File: src/rtl/axistream_pkg.sv
// Shared types and helpers for the AXI-Stream building blocks.
// Holds the arbiter state encoding and the index-width helper.
package axistream_pkg;

    typedef enum logic {
        IDLE = 1'b0,
        BUSY = 1'b1
    } arb_state_e;

    // Width of an index into n items; never narrower than one bit.
    function automatic int idx_width(input int n);
        return (n > 1) ? $clog2(n) : 1;
    endfunction

endpackage

File: src/rtl/axistream_reg_slice.sv
// Two-entry skid buffer for a generic valid/ready payload.
// Both in_ready and the output side are driven straight from registers.
module axistream_reg_slice #(
    parameter int WIDTH = 8
) (
    input  logic             aclk,
    input  logic             areset,
    input  logic             in_valid,
    output logic             in_ready,
    input  logic [WIDTH-1:0] in_data,
    output logic             out_valid,
    input  logic             out_ready,
    output logic [WIDTH-1:0] out_data
);

    logic             main_valid_reg, main_valid_next;
    logic [WIDTH-1:0] main_data_reg,  main_data_next;
    logic             skid_valid_reg, skid_valid_next;
    logic [WIDTH-1:0] skid_data_reg,  skid_data_next;
    logic             ready_reg,      ready_next;
    logic             in_fire;

    assign in_fire = in_valid && ready_reg;

    always_comb begin
        main_valid_next = main_valid_reg;
        main_data_next  = main_data_reg;
        skid_valid_next = skid_valid_reg;
        skid_data_next  = skid_data_reg;
        if (!main_valid_reg || out_ready) begin
            // Output entry frees up: refill from the skid entry first to keep order.
            if (skid_valid_reg) begin
                main_valid_next = 1'b1;
                main_data_next  = skid_data_reg;
                skid_valid_next = in_fire;
                if (in_fire) begin
                    skid_data_next = in_data;
                end
            end else begin
                main_valid_next = in_fire;
                if (in_fire) begin
                    main_data_next = in_data;
                end
            end
        end else if (in_fire) begin
            skid_valid_next = 1'b1;
            skid_data_next  = in_data;
        end
        ready_next = !(main_valid_next && skid_valid_next);
    end

    always_ff @(posedge aclk) begin
        if (areset) begin
            main_valid_reg <= 1'b0;
            main_data_reg  <= '0;
            skid_valid_reg <= 1'b0;
            skid_data_reg  <= '0;
            ready_reg      <= 1'b1;
        end else begin
            main_valid_reg <= main_valid_next;
            main_data_reg  <= main_data_next;
            skid_valid_reg <= skid_valid_next;
            skid_data_reg  <= skid_data_next;
            ready_reg      <= ready_next;
        end
    end

    assign in_ready  = ready_reg;
    assign out_valid = main_valid_reg;
    assign out_data  = main_data_reg;

endmodule

File: src/rtl/axistream_rr_arbiter.sv
// Packet-level round-robin merge of NUM_INPUTS AXI-Stream sources onto one output.
// A grant is held until the tlast beat is accepted; output goes through a skid slice.
module axistream_rr_arbiter
    import axistream_pkg::*;
#(
    parameter int NUM_INPUTS  = 4,
    parameter int TDATA_WIDTH = 32,
    parameter int TID_WIDTH   = 4,
    parameter int TDEST_WIDTH = 4
) (
    input  logic                                aclk,
    input  logic                                areset,
    input  logic [NUM_INPUTS-1:0]               s_tvalid,
    output logic [NUM_INPUTS-1:0]               s_tready,
    input  logic [NUM_INPUTS*TDATA_WIDTH-1:0]   s_tdata,
    input  logic [NUM_INPUTS*TDATA_WIDTH/8-1:0] s_tstrb,
    input  logic [NUM_INPUTS*TDATA_WIDTH/8-1:0] s_tkeep,
    input  logic [NUM_INPUTS-1:0]               s_tlast,
    input  logic [NUM_INPUTS*TID_WIDTH-1:0]     s_tid,
    input  logic [NUM_INPUTS*TDEST_WIDTH-1:0]   s_tdest,
    output logic                                m_tvalid,
    input  logic                                m_tready,
    output logic [TDATA_WIDTH-1:0]              m_tdata,
    output logic [TDATA_WIDTH/8-1:0]            m_tstrb,
    output logic [TDATA_WIDTH/8-1:0]            m_tkeep,
    output logic                                m_tlast,
    output logic [TID_WIDTH-1:0]                m_tid,
    output logic [TDEST_WIDTH-1:0]              m_tdest,
    output logic [idx_width(NUM_INPUTS)-1:0]    grant_idx,
    output logic                                busy
);

    localparam int IDXW = idx_width(NUM_INPUTS);
    localparam int KW   = TDATA_WIDTH / 8;
    localparam int PW   = TDATA_WIDTH + 2 * KW + 1 + TID_WIDTH + TDEST_WIDTH;
    localparam logic [IDXW:0]   NUM_EXT  = (IDXW + 1)'(NUM_INPUTS);
    localparam logic [IDXW-1:0] LAST_IDX = IDXW'(NUM_INPUTS - 1);

    if (TDATA_WIDTH % 8 != 0) begin : g_bad_width
        $error("axistream_rr_arbiter: TDATA_WIDTH must be a multiple of 8");
    end
    if (NUM_INPUTS < 1 || NUM_INPUTS > 16) begin : g_bad_inputs
        $error("axistream_rr_arbiter: NUM_INPUTS must be in 1..16");
    end

    arb_state_e      state_reg;
    logic [IDXW-1:0] rr_ptr_reg;
    logic [IDXW-1:0] grant_idx_reg;
    logic [PW-1:0]   src_payload [NUM_INPUTS];
    logic            slice_in_valid;
    logic            slice_in_ready;
    logic [PW-1:0]   slice_in_data;
    logic [PW-1:0]   slice_out_data;
    logic            beat_accept;

    // Rotate requests so rr_ptr sits at bit 0, take the lowest set bit, rotate back.
    function automatic logic [IDXW-1:0] rr_pick(input logic [NUM_INPUTS-1:0] req,
                                                input logic [IDXW-1:0]       ptr);
        logic [2*NUM_INPUTS-1:0] dbl;
        logic [NUM_INPUTS-1:0]   rot;
        logic [IDXW-1:0]         off;
        logic [IDXW:0]           sum;
        dbl = {req, req};
        rot = NUM_INPUTS'(dbl >> ptr);
        off = '0;
        for (int i = NUM_INPUTS - 1; i >= 0; i--) begin
            if (rot[i]) begin
                off = IDXW'(i);
            end
        end
        sum = {1'b0, ptr} + {1'b0, off};
        if (sum >= NUM_EXT) begin
            sum = sum - NUM_EXT;
        end
        return sum[IDXW-1:0];
    endfunction

    function automatic logic [IDXW-1:0] next_idx(input logic [IDXW-1:0] idx);
        return (idx == LAST_IDX) ? '0 : idx + 1'b1;
    endfunction

    for (genvar gi = 0; gi < NUM_INPUTS; gi++) begin : g_src
        assign src_payload[gi] = {s_tdata[gi*TDATA_WIDTH +: TDATA_WIDTH],
                                  s_tstrb[gi*KW +: KW],
                                  s_tkeep[gi*KW +: KW],
                                  s_tlast[gi],
                                  s_tid[gi*TID_WIDTH +: TID_WIDTH],
                                  s_tdest[gi*TDEST_WIDTH +: TDEST_WIDTH]};
        assign s_tready[gi] = (state_reg == BUSY) && (grant_idx_reg == IDXW'(gi)) && slice_in_ready;
    end

    assign slice_in_valid = (state_reg == BUSY) && s_tvalid[grant_idx_reg];
    assign slice_in_data  = src_payload[grant_idx_reg];
    assign beat_accept    = slice_in_valid && slice_in_ready;

    always_ff @(posedge aclk) begin
        if (areset) begin
            state_reg     <= IDLE;
            rr_ptr_reg    <= '0;
            grant_idx_reg <= '0;
        end else begin
            case (state_reg)
                IDLE: begin
                    if (|s_tvalid) begin
                        grant_idx_reg <= rr_pick(s_tvalid, rr_ptr_reg);
                        state_reg     <= BUSY;
                    end
                end
                BUSY: begin
                    // Only the granted source's tlast can end the grant; stalls just wait.
                    if (beat_accept && s_tlast[grant_idx_reg]) begin
                        state_reg  <= IDLE;
                        rr_ptr_reg <= next_idx(grant_idx_reg);
                    end
                end
                default: state_reg <= IDLE;
            endcase
        end
    end

    axistream_reg_slice #(
        .WIDTH(PW)
    ) u_slice (
        .aclk     (aclk),
        .areset   (areset),
        .in_valid (slice_in_valid),
        .in_ready (slice_in_ready),
        .in_data  (slice_in_data),
        .out_valid(m_tvalid),
        .out_ready(m_tready),
        .out_data (slice_out_data)
    );

    assign {m_tdata, m_tstrb, m_tkeep, m_tlast, m_tid, m_tdest} = slice_out_data;
    assign grant_idx = grant_idx_reg;
    assign busy      = (state_reg == BUSY);

endmodule

File: config.mk
export PLATFORM = sky130hd
export DESIGN_NAME = axistream_rr_arbiter
export DESIGN_NICKNAME = d
export VERILOG_FILES = /design/src/rtl/axistream_pkg.sv /design/src/rtl/axistream_reg_slice.sv /design/src/rtl/axistream_rr_arbiter.sv
export SDC_FILE = /design/constraint.sdc
export NUM_CORES = 1
export LEC_CHECK = 0
export ABC_CLOCK_PERIOD_IN_PS = 3400
export BUFFER_PORTS_ARGS = -buffer_cell sky130_fd_sc_hd__buf_2
export CAP_MARGIN = 15
export CORE_MARGIN = 3
export CORE_UTILIZATION = 41
export DETAILED_ROUTE_END_ITERATION = 6
export PLACE_DENSITY = 0.72
export REMOVE_ABC_BUFFERS = 1
export SYNTH_ARGS = -nofsm -noshare
export SYNTH_HDL_FRONTEND = slang
export SYNTH_SLANG_ARGS = --single-unit
File: constraint.sdc
create_clock -name aclk -period 3.4 [get_ports aclk]
set_input_delay 0.51 -clock aclk [delete_from_list [all_inputs] [get_ports aclk]]
set_output_delay 0.51 -clock aclk [all_outputs]
set_load 0.005 [all_outputs]
======== Word-level counts from Yosys, hierarchy flattened ========
Cells that the tools add are included.
cells by class
  add/sub/neg operators ................... 3
  multipliers ............................. 0
  divide/modulo/power cells ............... 0
  order comparisons ....................... 3
  eq/ne operators ......................... 4
  shifts and indexed selects .............. 1
  mux-type cells .......................... 29
  bitwise operators ....................... 2
  reduce and logical (&&, ||, !) cells .... 21
operator list
  cell                                                                     number
  49-bit two-way mux                                                       7
  49-bit binary-select mux with 2-bit select                               1
  2-bit two-way mux                                                        9
  1-bit logical AND                                                        12
  1-bit two-way mux                                                        9
  8-bit by 2-bit right shift with 4-bit output                             1
  3-bit greater-or-equal comparator, second input constant                 2
  2-bit AND reduction                                                      3
  1-bit binary-select mux with 2-bit select                                2
  2-bit equality test, second input constant                               2
  4-bit OR reduction                                                       1
  2-bit by 2-bit adder with 3-bit output                                   1
  2-bit by 3-bit < comparator with 1-bit output, second input constant     1
  2-bit inverter with 3-bit output                                         1
  2-bit by 1-bit adder with 2-bit output, second input constant            1
  2-bit by 1-bit equality test with 1-bit output, second input constant    1
  1-bit logical NOT                                                        2
  2-bit logical NOT                                                        1
  2-bit by 1-bit inequality test with 1-bit output, second input constant  1
  1-bit one-hot mux with 2 select lines                                    1
  2-bit nonzero test                                                       1
  2-bit by 1-bit subtractor with 2-bit output, second input constant       1
  1-bit logical OR                                                         1
  1-bit inverter                                                           1
storage, ports and cells
  flip-flop bits (word level) ............. 106
  latch bits .............................. 0
  RAM bits ................................ 0
  memory bits (read-only) ................. 0
  bits of input ports ..................... 203
  output and inout bits ................... 57
  word-level logic and storage cells ...... 71
  memories kept ........................... 0

======== Depth between registers and ports, before layout ========
  depth in word-level cells ............... 11
  depth in mapped cells ................... 9
  mapped depth without buffers ............ 8

======== Modules after synthesis ========
From an unflattened synthesis, not the netlist that was laid out.
second synthesis, totals
  cell total of the unflattened synthesis .. 571
  area, all modules ....................... 6148.4 um2
modules (own cells, without submodules)
  module                times used  cells each  area an instance (um2)  seq. area each (um2)
  axistream_reg_slice   1           450         4526.8                  2021.9
  axistream_rr_arbiter  1           121         1621.6                  100.1

======== Worst setup path before layout ========
No wires, ideal clock.
  path kind ............................... input-to-reg
  start point ............................. in s_tvalid[2]
  end point ............................... reg u_slice.main_data_reg[32], in the netlist u_slice.out_data[32]
  library setup time ...................... 118 ps
  arrival ................................. 1707 ps
  required time ........................... 3282 ps
  slack ................................... 1575 ps
  stages .................................. 9
  path buffers ............................ 4
  cells stage by stage .................... buf_2 > mux2i_1 > o22ai_2 > o21bai_1 > or2_1 > clkbuf_1 > buf_2 > buf_6 > o2bb2ai_2
on the way
  cells in the longest elaborated chain, start to end .. 6
ends and longest elaborated chain
  what                                       RTL line                    source
  start, declared                            axistream_rr_arbiter.sv:13  input logic [NUM_INPUTS-1:0] s_tvalid,
  1-bit binary-select mux with 2-bit select  axistream_rr_arbiter.sv:92  assign slice_in_valid = (state_reg == BUSY) && s_tvalid[grant_idx_reg];
  1-bit two-way mux (implied by the code)    axistream_rr_arbiter.sv:92
  1-bit logical AND                          axistream_rr_arbiter.sv:92
  1-bit logical AND                          axistream_reg_slice.sv:23   assign in_fire = in_valid && ready_reg;
  2-bit nonzero test (no source line)        n/a
  2-bit AND reduction (no source line)       n/a
  end signal, assigned                       axistream_reg_slice.sv:61   main_data_reg <= main_data_next;
  end, declared                              axistream_reg_slice.sv:17   logic [WIDTH-1:0] main_data_reg, main_data_next;
Every way passes these cells. The select of a mux whose other input is x is not followed.
A chain may end at the register's enable or synchronous reset.

======== Worst setup path after layout ========
  start point ............................. reg u_slice.skid_valid_reg
  end point ............................... reg u_slice.skid_data_reg[0]
on the way
  cells in the longest elaborated chain, start to end .. 1
ends and longest elaborated chain
  what                                                               RTL line                   source
  start, declared                                                    axistream_reg_slice.sv:18  logic skid_valid_reg, skid_valid_next;
  start signal, assigned                                             axistream_reg_slice.sv:62  skid_valid_reg <= skid_valid_next;
  2-bit by 1-bit inequality test with 1-bit output (no source line)  n/a
  end signal, assigned                                               axistream_reg_slice.sv:63  skid_data_reg <= skid_data_next;
  end, declared                                                      axistream_reg_slice.sv:19  logic [WIDTH-1:0] skid_data_reg, skid_data_next;
Every way passes these cells.

==> key figures <==
Status
  • Outcome: finished clean

Clocking
  • CTS tree: yes
  • Clock transition at the registers of the reported paths: 0.07 ns
  • PostCTS Resize Cnt: 0
  • Worst skew pair latency: ~0.34 ns
  • Root Buffer: clkbuf_16
  • Setup Fix Bufs, Post-CTS: 0
  • H-tree depth: 3
  • Clk buf depth: 2
  • Post-CTS Hold Buffers: 0
  • Total CTS buffers: 9
  • CTS sink count: 106

Floorplanning
  • Core area: about 13000 µm²
  • Initial core utilization: 42.5%
  • Die Area: 14700 µm²
  • Die W: between 100 and 150 µm
  • Site row count: 41
  • DIE HEIGHT: ~120 µm
  • Num ports: 260

Cells and area
  • Post-route cell area: 7120 µm²
  • Fill cells: approximately 1100
  • Register Area: 2130 µm²
  • Layout cells sized above 1: a little under half
  • Inserted Diodes: 0
  • # nets final: 948
  • Syn-to-layout area delta: 30.7%
  • Area taken by multi-input logic gates: slightly above 3000 µm²

Synthesis
  • Yosys top cell area share: 39.0%
  • Leading area contributor after synthesis: dfxtp_1
  • Count of different cell masters after synthesis: 36
  • Mapped Area: 5450 µm²
  • Register area share after synthesis: 39.0%
  • Post-synth EDFFs: 0
  • Syn avg cell area: 10.6 µm²
  • Yosys warns: 0
  • Synthesized flop and latch total: 106
  • Asr flop ratio synth: 0%
  • Post-synthesis cell count: 512
  • Most used DFF post-synth: dfxtp_1
  • Top cells by area, synth: dfxtp_1 (39%), mux4_2 (20%), mux2i_1 (9.7%), nand2_1 (7.0%), o2bb2ai_1 (6.3%)

Worst setup path
  • Register-to-register path setup slack: 1.02 ns
  • FF-to-FF End: u_slice.skid_data_reg[0]$_SDFFE_PP0P_
  • Worst endpoint data arrival time: 2.64 ns
  • Top delay family on crit path: compound AO/OA/AOI/OAI gates
  • CP Class: reg2reg
  • Crit path max fanout: 54
  • Ordered list of cells on the worst path: o21a_2, nand2_1, a21oi_1
  • Reg2reg path depth: 3
  • Startpoint types: flip-flop
  • Buffers and inverters on the worst path: 0
  • Worst path slowest cell: o21a_2
  • Reg2reg start: u_slice.skid_valid_reg$_SDFF_PP0_
  • WP data required: 3.67 ns
  • Crit end category: flip-flop
  • Crit-path max cell delay: 1.00 ns

Pwr
  • Sw Ratio: 28.7%
  • Clk network pwr share: between 30% and 40%
  • VDD IR max: 0.000210 V
  • Flop pwr share: 44.4%
  • Internal power: 2230 µW
  • Switching power: 899 µW
  • Pleak: approximately 0.0029 µW
  • Pwr/cell area: between 400 and 500 nW/µm²
  • Logic pwr share: 24.2%

Detailed routing
  • Antenna Nets Post-Route: 0
  • Post-route DRC: 0
  • Initial DRC count: 297
  • Vias: 4901
  • Vias per cell: around 5.3
  • TritonRoute pass-1 iters: 4
  • Total wire length after detailed routing: 15.3 mm
  • WL/cell: between 15 and 20 µm

STA
  • Hold Vio Cnt, Final: 0
  • Max transition margin: 24.0%
  • Setup tns final: 0 ns
  • Final setup vio count: 0
  • Unrepaired setup endpoints after global routing: no
  • Tmin final: 2.38 ns
  • Post-Route Skew: about 0.011 ns
  • Slew Viols, Final: 0
  • Setup slack after layout: 1.02 ns
  • Fmax: 0.421 GHz
  • Tightest Pin Transition: 1.14 ns
  • Fin crit share: between 60% and 70%

Global route
  • Antenna violations before repair: 0
  • Vias in the first global route: 4955
  • Largest net degree at the start of global routing: 55
  • GRT Total Usage: 20.3%
  • Total gr overflow: 0
  • First-pass GRT wire length: 24.2 mm

Placed design
  • Post-placement setup slack: 0.949 ns
  • Placement Cell Area: 6830 µm²
  • Number of port buffers: 259
  • GPL Wtd Cong: 0.754
  • Detailed-placement wirelength estimate: 10.7 mm

Worst hold path
  • Worst hold path class: reg2reg
  • Hold_sp: u_slice.skid_data_reg[10]$_SDFFE_PP0P_
  • WHS Path Cells: 2
  • Hold EP: u_slice.skid_data_reg[10]$_SDFFE_PP0P_

Flow run
  • Max-Cap Viols: 0
final cells by class:
type | count | share of cell area (%)
tap | 172 | 3.02
timing repair buffer | 265 | 19.3
multi-input combinational | 353 | 43.6
clock buffer | 9 | 3.16
sequential | 106 | 29.9
clock inverter | 7 | 0.703
inverter | 5 | 0.264
power groups by stage:
stage | clock, µW | sequential [µW] | combinational (µW)
global placement | 0 | 1420 | 736
detailed placement | 0 | 1420 | 762
CTS | 1010 | 1390 | 763
floorplan | 0 | 1460 | 418
finish | 983 | 1390 | 758
global route | 1060 | 1400 | 829
cells by family after synthesis:
| logic type | share of synthesized area (%) |
|---|---|
| multiplexers | 30.0 |
| XOR/XNOR | 0.322 |
| AO/OA/AOI/OAI | 15.6 |
| flip-flops | 39.0 |
| AND/OR/NAND/NOR | 9.67 |
| adder cells (fa/ha/maj) | 1.15 |
| buffers and inverters | 4.25 |
synth_stat cells (2+ instances only):
library cell  instances
inv_1                 5
xnor2_1               2
clkbuf_1             30
o32ai_1               2
mux2i_1              53
ha_1                  5
mux4_2               49
nand2b_1              2
a21oi_1              54
nor2_1               12
dfxtp_1             106
o2bb2ai_1            39
nand3_1               2
buf_4                 2
buf_2                14
nor3_1                3
o2bb2ai_2            10
and3_1                4
nand2_1             101
how the worst max path moves through the flow:
stage	startpoint	slack, ns	cells past startpoint	end
global placement	u_slice.skid_valid_reg$_SDFF_PP0_	1.00	3	u_slice.skid_data_reg[38]$_SDFFE_PP0P_
CTS	u_slice.skid_valid_reg$_SDFF_PP0_	0.97	3	u_slice.skid_data_reg[0]$_SDFFE_PP0P_
detailed placement	s_tvalid[2]	0.95	6	u_slice.out_data[8]$_SDFFE_PP0P_
global route	u_slice.skid_valid_reg$_SDFF_PP0_	0.78	3	u_slice.skid_data_reg[25]$_SDFFE_PP0P_
finish	u_slice.skid_valid_reg$_SDFF_PP0_	1.02	3	u_slice.skid_data_reg[0]$_SDFFE_PP0P_
floorplan	grant_idx[0]$_SDFFE_PP0P_	-0.76	4	u_slice.skid_valid_reg$_SDFF_PP0_
worst min-delay path, cell delays in order (launching register included):
cell and delay (ns):
dfxtp_1 0.31, nand2_1 0.05, a21oi_1 0.05
routing by layer:
layer	vias up	share of wire [%]	track usage, %
li1	2346	-	-
met1	2354	42	25.8
met2	181	50	35.3
met3	20	6.2	3.64
met4	0	1.6	5.95
met5	-	0	0
stage by stage:
stage / utilization [%] / hold slack, ns / total power [µW] / instances
CTS: 55.4 / 0.457 / 3170 / 916
finish: 55.5 / 0.458 / 3130 / 917
floorplan: - / 0.430 / 1880 / 464
global placement: 53.0 / 0.440 / 2150 / 899
detailed placement: 53.2 / 0.444 / 2180 / 900
global route: 55.5 / 0.472 / 3300 / 917
cells in the final DEF (no fill, tap or decap), types with 3 or more instances in the layout:
cell,count
inv_6,4
ha_1,5
inv_1,5
dfxtp_1,103
buf_4,4
o2bb2ai_1,39
and3_1,4
clkbuf_16,9
buf_2,259
a21oi_1,54
nor3_1,3
mux2i_1,53
nand2_1,101
o2bb2ai_2,10
clkinv_2,3
nor2_1,12
mux4_2,49
Note: power is estimated with default switching activity, not from simulation.
